### src/rtl/msrv32_param_integer_file_if.sv
// rtl/msrv32_param_integer_file_if.sv - read/write/scoreboard bus of the parametrised integer register file
// master: decode/writeback side; slave: the register file.

interface msrv32_param_integer_file_if #(
  parameter int XLEN   = 32,
  parameter int NREGS  = 32,
  parameter int NUM_RD = 2
);
  localparam int AW = $clog2(NREGS);

  logic [NUM_RD*AW-1:0]   rs_addr_in;
  logic [NUM_RD*XLEN-1:0] rs_out;
  logic [NUM_RD-1:0]      rs_busy_out;
  logic                   wr_en_in;
  logic [AW-1:0]          rd_addr_in;
  logic [XLEN-1:0]        rd_in;
  logic                   mark_en_in;
  logic [AW-1:0]          mark_addr_in;
  logic [NREGS-1:0]       busy_vec_out;

  modport master (
    output rs_addr_in, wr_en_in, rd_addr_in, rd_in, mark_en_in, mark_addr_in,
    input  rs_out, rs_busy_out, busy_vec_out
  );

  modport slave (
    input  rs_addr_in, wr_en_in, rd_addr_in, rd_in, mark_en_in, mark_addr_in,
    output rs_out, rs_busy_out, busy_vec_out
  );
endinterface

### src/rtl/msrv32_param_integer_file.sv
// rtl/msrv32_param_integer_file.sv - parametrised integer register file with per-register busy scoreboard
// Optional MSRV32_RF_WR_FWD_EN: same-cycle write-through forwarding onto the read ports.

module msrv32_param_integer_file #(
  parameter int XLEN   = 32,
  parameter int NREGS  = 32,
  parameter int NUM_RD = 2
) (
  input  logic                        ms_riscv32_mp_clk_in,
  input  logic                        ms_riscv32_mp_rst_in,
  msrv32_param_integer_file_if.slave  rf_bus
);
  localparam int AW = $clog2(NREGS);

  logic [XLEN-1:0]        regs [NREGS];
  logic [NREGS-1:0]       busy_q;
  logic [NREGS-1:0]       busy_nxt;
  logic                   wr_valid;
  logic                   mark_valid;
  logic [AW-1:0]          port_addr [NUM_RD];
  logic                   port_hit  [NUM_RD];
  logic [NUM_RD*XLEN-1:0] rs_data;
  logic [NUM_RD-1:0]      rs_busy;

  assign wr_valid   = rf_bus.wr_en_in   && (rf_bus.rd_addr_in   != '0);
  assign mark_valid = rf_bus.mark_en_in && (rf_bus.mark_addr_in != '0);

  // Mark is applied after the clear so a same-register mark+write leaves it busy.
  always_comb begin
    busy_nxt = busy_q;
    if (wr_valid)
      busy_nxt[rf_bus.rd_addr_in] = 1'b0;
    if (mark_valid)
      busy_nxt[rf_bus.mark_addr_in] = 1'b1;
    busy_nxt[0] = 1'b0;
  end

  always_ff @(posedge ms_riscv32_mp_clk_in) begin
    if (ms_riscv32_mp_rst_in) begin
      for (int i = 0; i < NREGS; i++)
        regs[i] <= '0;
      busy_q <= '0;
    end else begin
      if (wr_valid)
        regs[rf_bus.rd_addr_in] <= rf_bus.rd_in;
      busy_q <= busy_nxt;
    end
  end

  for (genvar g = 0; g < NUM_RD; g++) begin : g_rd
    assign port_addr[g] = rf_bus.rs_addr_in[g*AW +: AW];
`ifdef MSRV32_RF_WR_FWD_EN
    assign port_hit[g]  = wr_valid && (rf_bus.rd_addr_in == port_addr[g]);
`else
    assign port_hit[g]  = 1'b0;
`endif
  end

  // Entry 0 is gated here, so its storage is never observable.
  always_comb begin
    rs_data = '0;
    rs_busy = '0;
    for (int i = 0; i < NUM_RD; i++) begin
      if (port_hit[i]) begin
        rs_data[i*XLEN +: XLEN] = rf_bus.rd_in;
        rs_busy[i]              = 1'b0;
      end else if (port_addr[i] != '0) begin
        rs_data[i*XLEN +: XLEN] = regs[port_addr[i]];
        rs_busy[i]              = busy_q[port_addr[i]];
      end
    end
  end

  assign rf_bus.rs_out       = rs_data;
  assign rf_bus.rs_busy_out  = rs_busy;
  assign rf_bus.busy_vec_out = busy_q;

endmodule

### src/flat_wrapper.sv
// flat-port wrapper written by rule: the top's interface ports become plain ports
module msrv32_param_integer_file_flat 
#(
  parameter int XLEN   = 32,
  parameter int NREGS  = 32,
  parameter int NUM_RD = 2
)
  (ms_riscv32_mp_clk_in, ms_riscv32_mp_rst_in, rf_bus_rs_addr_in, rf_bus_wr_en_in, rf_bus_rd_addr_in, rf_bus_rd_in, rf_bus_mark_en_in, rf_bus_mark_addr_in, rf_bus_rs_out, rf_bus_rs_busy_out, rf_bus_busy_vec_out);
  msrv32_param_integer_file_if #(.XLEN(XLEN), .NREGS(NREGS), .NUM_RD(NUM_RD)) rf_bus_i ();
  input  logic ms_riscv32_mp_clk_in;
  input  logic ms_riscv32_mp_rst_in;
  input wire logic [$bits(rf_bus_i.rs_addr_in)-1:0] rf_bus_rs_addr_in;
  input wire logic [$bits(rf_bus_i.wr_en_in)-1:0] rf_bus_wr_en_in;
  input wire logic [$bits(rf_bus_i.rd_addr_in)-1:0] rf_bus_rd_addr_in;
  input wire logic [$bits(rf_bus_i.rd_in)-1:0] rf_bus_rd_in;
  input wire logic [$bits(rf_bus_i.mark_en_in)-1:0] rf_bus_mark_en_in;
  input wire logic [$bits(rf_bus_i.mark_addr_in)-1:0] rf_bus_mark_addr_in;
  output wire logic [$bits(rf_bus_i.rs_out)-1:0] rf_bus_rs_out;
  output wire logic [$bits(rf_bus_i.rs_busy_out)-1:0] rf_bus_rs_busy_out;
  output wire logic [$bits(rf_bus_i.busy_vec_out)-1:0] rf_bus_busy_vec_out;
  assign rf_bus_i.rs_addr_in = rf_bus_rs_addr_in;
  assign rf_bus_i.wr_en_in = rf_bus_wr_en_in;
  assign rf_bus_i.rd_addr_in = rf_bus_rd_addr_in;
  assign rf_bus_i.rd_in = rf_bus_rd_in;
  assign rf_bus_i.mark_en_in = rf_bus_mark_en_in;
  assign rf_bus_i.mark_addr_in = rf_bus_mark_addr_in;
  assign rf_bus_rs_out = rf_bus_i.rs_out;
  assign rf_bus_rs_busy_out = rf_bus_i.rs_busy_out;
  assign rf_bus_busy_vec_out = rf_bus_i.busy_vec_out;
  msrv32_param_integer_file #(.XLEN(XLEN), .NREGS(NREGS), .NUM_RD(NUM_RD)) u_core (.ms_riscv32_mp_clk_in(ms_riscv32_mp_clk_in), .ms_riscv32_mp_rst_in(ms_riscv32_mp_rst_in), .rf_bus(rf_bus_i));
endmodule
### config.mk
export PLATFORM = sky130hd
export DESIGN_NAME = msrv32_param_integer_file_flat
export DESIGN_NICKNAME = d
export VERILOG_FILES = /design/src/rtl/msrv32_param_integer_file_if.sv /design/src/rtl/msrv32_param_integer_file.sv /design/src/flat_wrapper.sv
export SDC_FILE = /design/constraint.sdc
export NUM_CORES = 2
export LEC_CHECK = 0
export ABC_AREA = 1
export ABC_CLOCK_PERIOD_IN_PS = 5500
export CAP_MARGIN = 10
export CORE_MARGIN = 3
export CORE_UTILIZATION = 23
export DETAILED_ROUTE_END_ITERATION = 16
export PLACE_DENSITY = 0.44
export SYNTH_ARGS = -nofsm -noshare
export SYNTH_HDL_FRONTEND = slang
export SYNTH_SLANG_ARGS = --single-unit
### constraint.sdc
create_clock -name ms_riscv32_mp_clk_in -period 5.5 [get_ports ms_riscv32_mp_clk_in]
set_input_delay 1.1 -clock ms_riscv32_mp_clk_in [delete_from_list [all_inputs] [get_ports ms_riscv32_mp_clk_in]]
set_output_delay 1.1 -clock ms_riscv32_mp_clk_in [all_outputs]
set_load 0.03 [all_outputs]
==> impl_metrics.ini <==
[yosys]
synth.cell_area_sq_um = 58230
synth_largest_area_cell = edfxtp_1
synth_top_area_share_pct = 52.81
synth-seq-cells = 1055
ys_types = 28
netlist_instances = 7532
synth_area_per_cell_sq_um = 7.731
yosysSeqAreaShare_pct = 53.87
synthTopCellsByArea = edfxtp_1, nand2_1, nand3_1
synth_warnings = 0

[grt]
grt.total_usage_pct = 21.48
grt-ovfl-total = 0
grt_first_pass_wirelength_mm = 400.6
grt_pass1_vias = 52830
grt_max_degree = 95
antenna_found_initial = 8

[timing]
setup_viol = 0
relSlewSlack_pct = 16.24
hold_viol_final = 0
fmax_ghz = 0.1988
fin_worst_skew_ns = 0
fin_crit_ns = 5.031
worst_pin_slew_ns = 1.256
layout_worst_path_cycle_share_pct = 91.48
setup_tns_ns = 0
rsz0062_at_grt = false
final.setup.worst_slack_ns = 0.4688
maxSlewViolCount = 0

[drt]
drtIter0Drc = 6438
wl_per_cell_um = 26.02
drc = 0
wl_mm = 285.9
drt-pass1-iter-count = 8
vias = 55010
antenna_left = 0
viasPerCell = 5.007

[cts]
cts_buffer_depth = 3
cts_max_level = 4
clk_latency_ns = 0.80
cts_root_buffer = clkbuf_16
cts_tree = done
clk_pin_slew_ns = 0.05
clock_sink_count = 1055
cts_buffers = 132
post_cts_buffers = 0
cts_resized = 0
hold_buffers = 0

[pwr]
powerDensity_nw_per_um2 = 312.0
combPwrFrac_pct = 15.9
finalPower_w = 0.02169
ir_worst_vdd_mv = 0.2487
p_int_w = 0.01530
seqPwrFrac_pct = 43.7
swShare_pct = 29.44
p_clk_share_pct = 40.4
leakage_nw = 28.44
switchingPower_w = 0.006385

[worst_hold_path]
hold_path_class = reg -> reg

[critical_path]
start_kind = primary input
critPathKind = in -> out
r2r_slack_ns = 4.71
cp.required_ns = 4.40
critPathSlowestCell = a21oi_1
end_kind = output port
worstPathMaxFanout = 14
crit_chain = buf_4 -> nor2_4 -> inv_1 -> buf_4 -> a21oi_1 -> nor2_1 -> nand2_1 -> nand2_1 -> nor2_1 -> buf_12
cp_slowest_stage_delay_ns = 0.57
crit_buf_inv = 4
worstPathArrival_ns = 3.93
cp_top_family = simple AND/OR/NAND/NOR gates

[place]
gp_congestion = 0.8522
place_area_sq_um = 65280
place_ws_ns = 0.4642
dpl.hpwl_mm = 173.7
port_buffers = 152

[cells_and_area]
nNetsFinal = 7587
final_cell_area_sq_um = 69500
mostFrequentLayoutCells = nand2_1, nor2_1, nand3_1, edfxtp_1, inv_1
drive_gt1_share_pct = 8.527
syn_to_final_growth_pct = 19.35
layout_commonest_cell = nand2_1
finish.utilization_pct = 27.62

[floorplanning]
ioPinCount = 154
dieWidth_um = 509.2
dieArea_sq_um = 259200
rows = 184
start_util_pct = 23.14
core_region_area_sq_um = 251600
die_y_um = 509.2

[run_status]
status = completed

[job]
max_cap_violations = 0
-- worst min-delay path: stages, from the launching register on --
cell,delay (ns)
dfxtp_1,0.34
inv_1,0.06
o22ai_1,0.06
-- power groups by stage --
stage | registers (W) | logic (W) | clock network (W)
final | 0.00948 | 0.00344 | 0.00877
after global routing | 0.00952 | 0.00366 | 0.00918
after CTS | 0.00947 | 0.00345 | 0.00889
after detailed placement | 0.00963 | 0.00344 | 0
after global placement | 0.00963 | 0.00344 | 0
after floorplan | 0.00958 | 0.00169 | 0
-- synthesized netlist by cell type (all sizes together) --
cell type	count
nor2	1412
nand3	1092
a21oi	221
o21ai	256
nand3b	2
o22ai	3
dfxtp	31
o211ai	10
buf	290
nand4	26
nand2	2538
inv	282
edfxtp	1024
nor3	5
conb	1
clkbuf	335
clkinv	4
-- metal layers --
| layer | vias to the layer above | part of all wire (%) | global-route usage (%) |
|---|---|---|---|
| met5 | - | 0 | 0 |
| met4 | 0 | 6.6 | 12.82 |
| met3 | 652 | 7.2 | 2.732 |
| met2 | 2942 | 46 | 34.63 |
| met1 | 26870 | 40 | 27.52 |
| li1 | 24550 | - | - |
-- worst paths after layout --
path                                                      from                        endpoint  cells past startpoint
worst max-delay path                      rf_bus_rs_addr_in[8]               rf_bus_rs_out[55]                     10
worst max register to register   u_core.rf_bus.busy_vec_out[1]   u_core.rf_bus.busy_vec_out[1]                      2
worst min-delay path            u_core.rf_bus.busy_vec_out[29]  u_core.rf_bus.busy_vec_out[29]                      2
worst min register to register  u_core.rf_bus.busy_vec_out[29]  u_core.rf_bus.busy_vec_out[29]                      2
-- flip-flops by register name, summed over array words and instances (netlist names) --
signal	count
u_core.rf_bus.busy_vec_out	31
u_core.regs	1024
-- stage by stage --
step	instances	hold slack, ns
after floorplan	7564	0.6085
after global placement	10750	0.5157
after detailed placement	10750	0.5118
after CTS	10980	0.5262
after global routing	10980	0.5495
final	10990	0.5262
-- cells by family after synthesis --
group	after synthesis	synth area share [%]
AOI/OAI and AO/OA	490	4.267
other	1	0.006440
DFF	1055	53.87
and+or+nand+nor	5075	35.38
buffers and inverters	911	6.472
-- final cells by class --
| class | instances | area, sq um |
|---|---|---|
| clock inverter | 72 | 660.6 |
| inverter | 286 | 1112 |
| clock buffer | 166 | 3547 |
| fill | 26700 | 182100 |
| sequential | 1055 | 31370 |
| antenna | 3 | 7.507 |
| timing repair buffer | 458 | 5177 |
| tap | 3348 | 4189 |
| multi-input combinational | 5598 | 23430 |
Note: power is estimated with default switching activity, not from simulation.
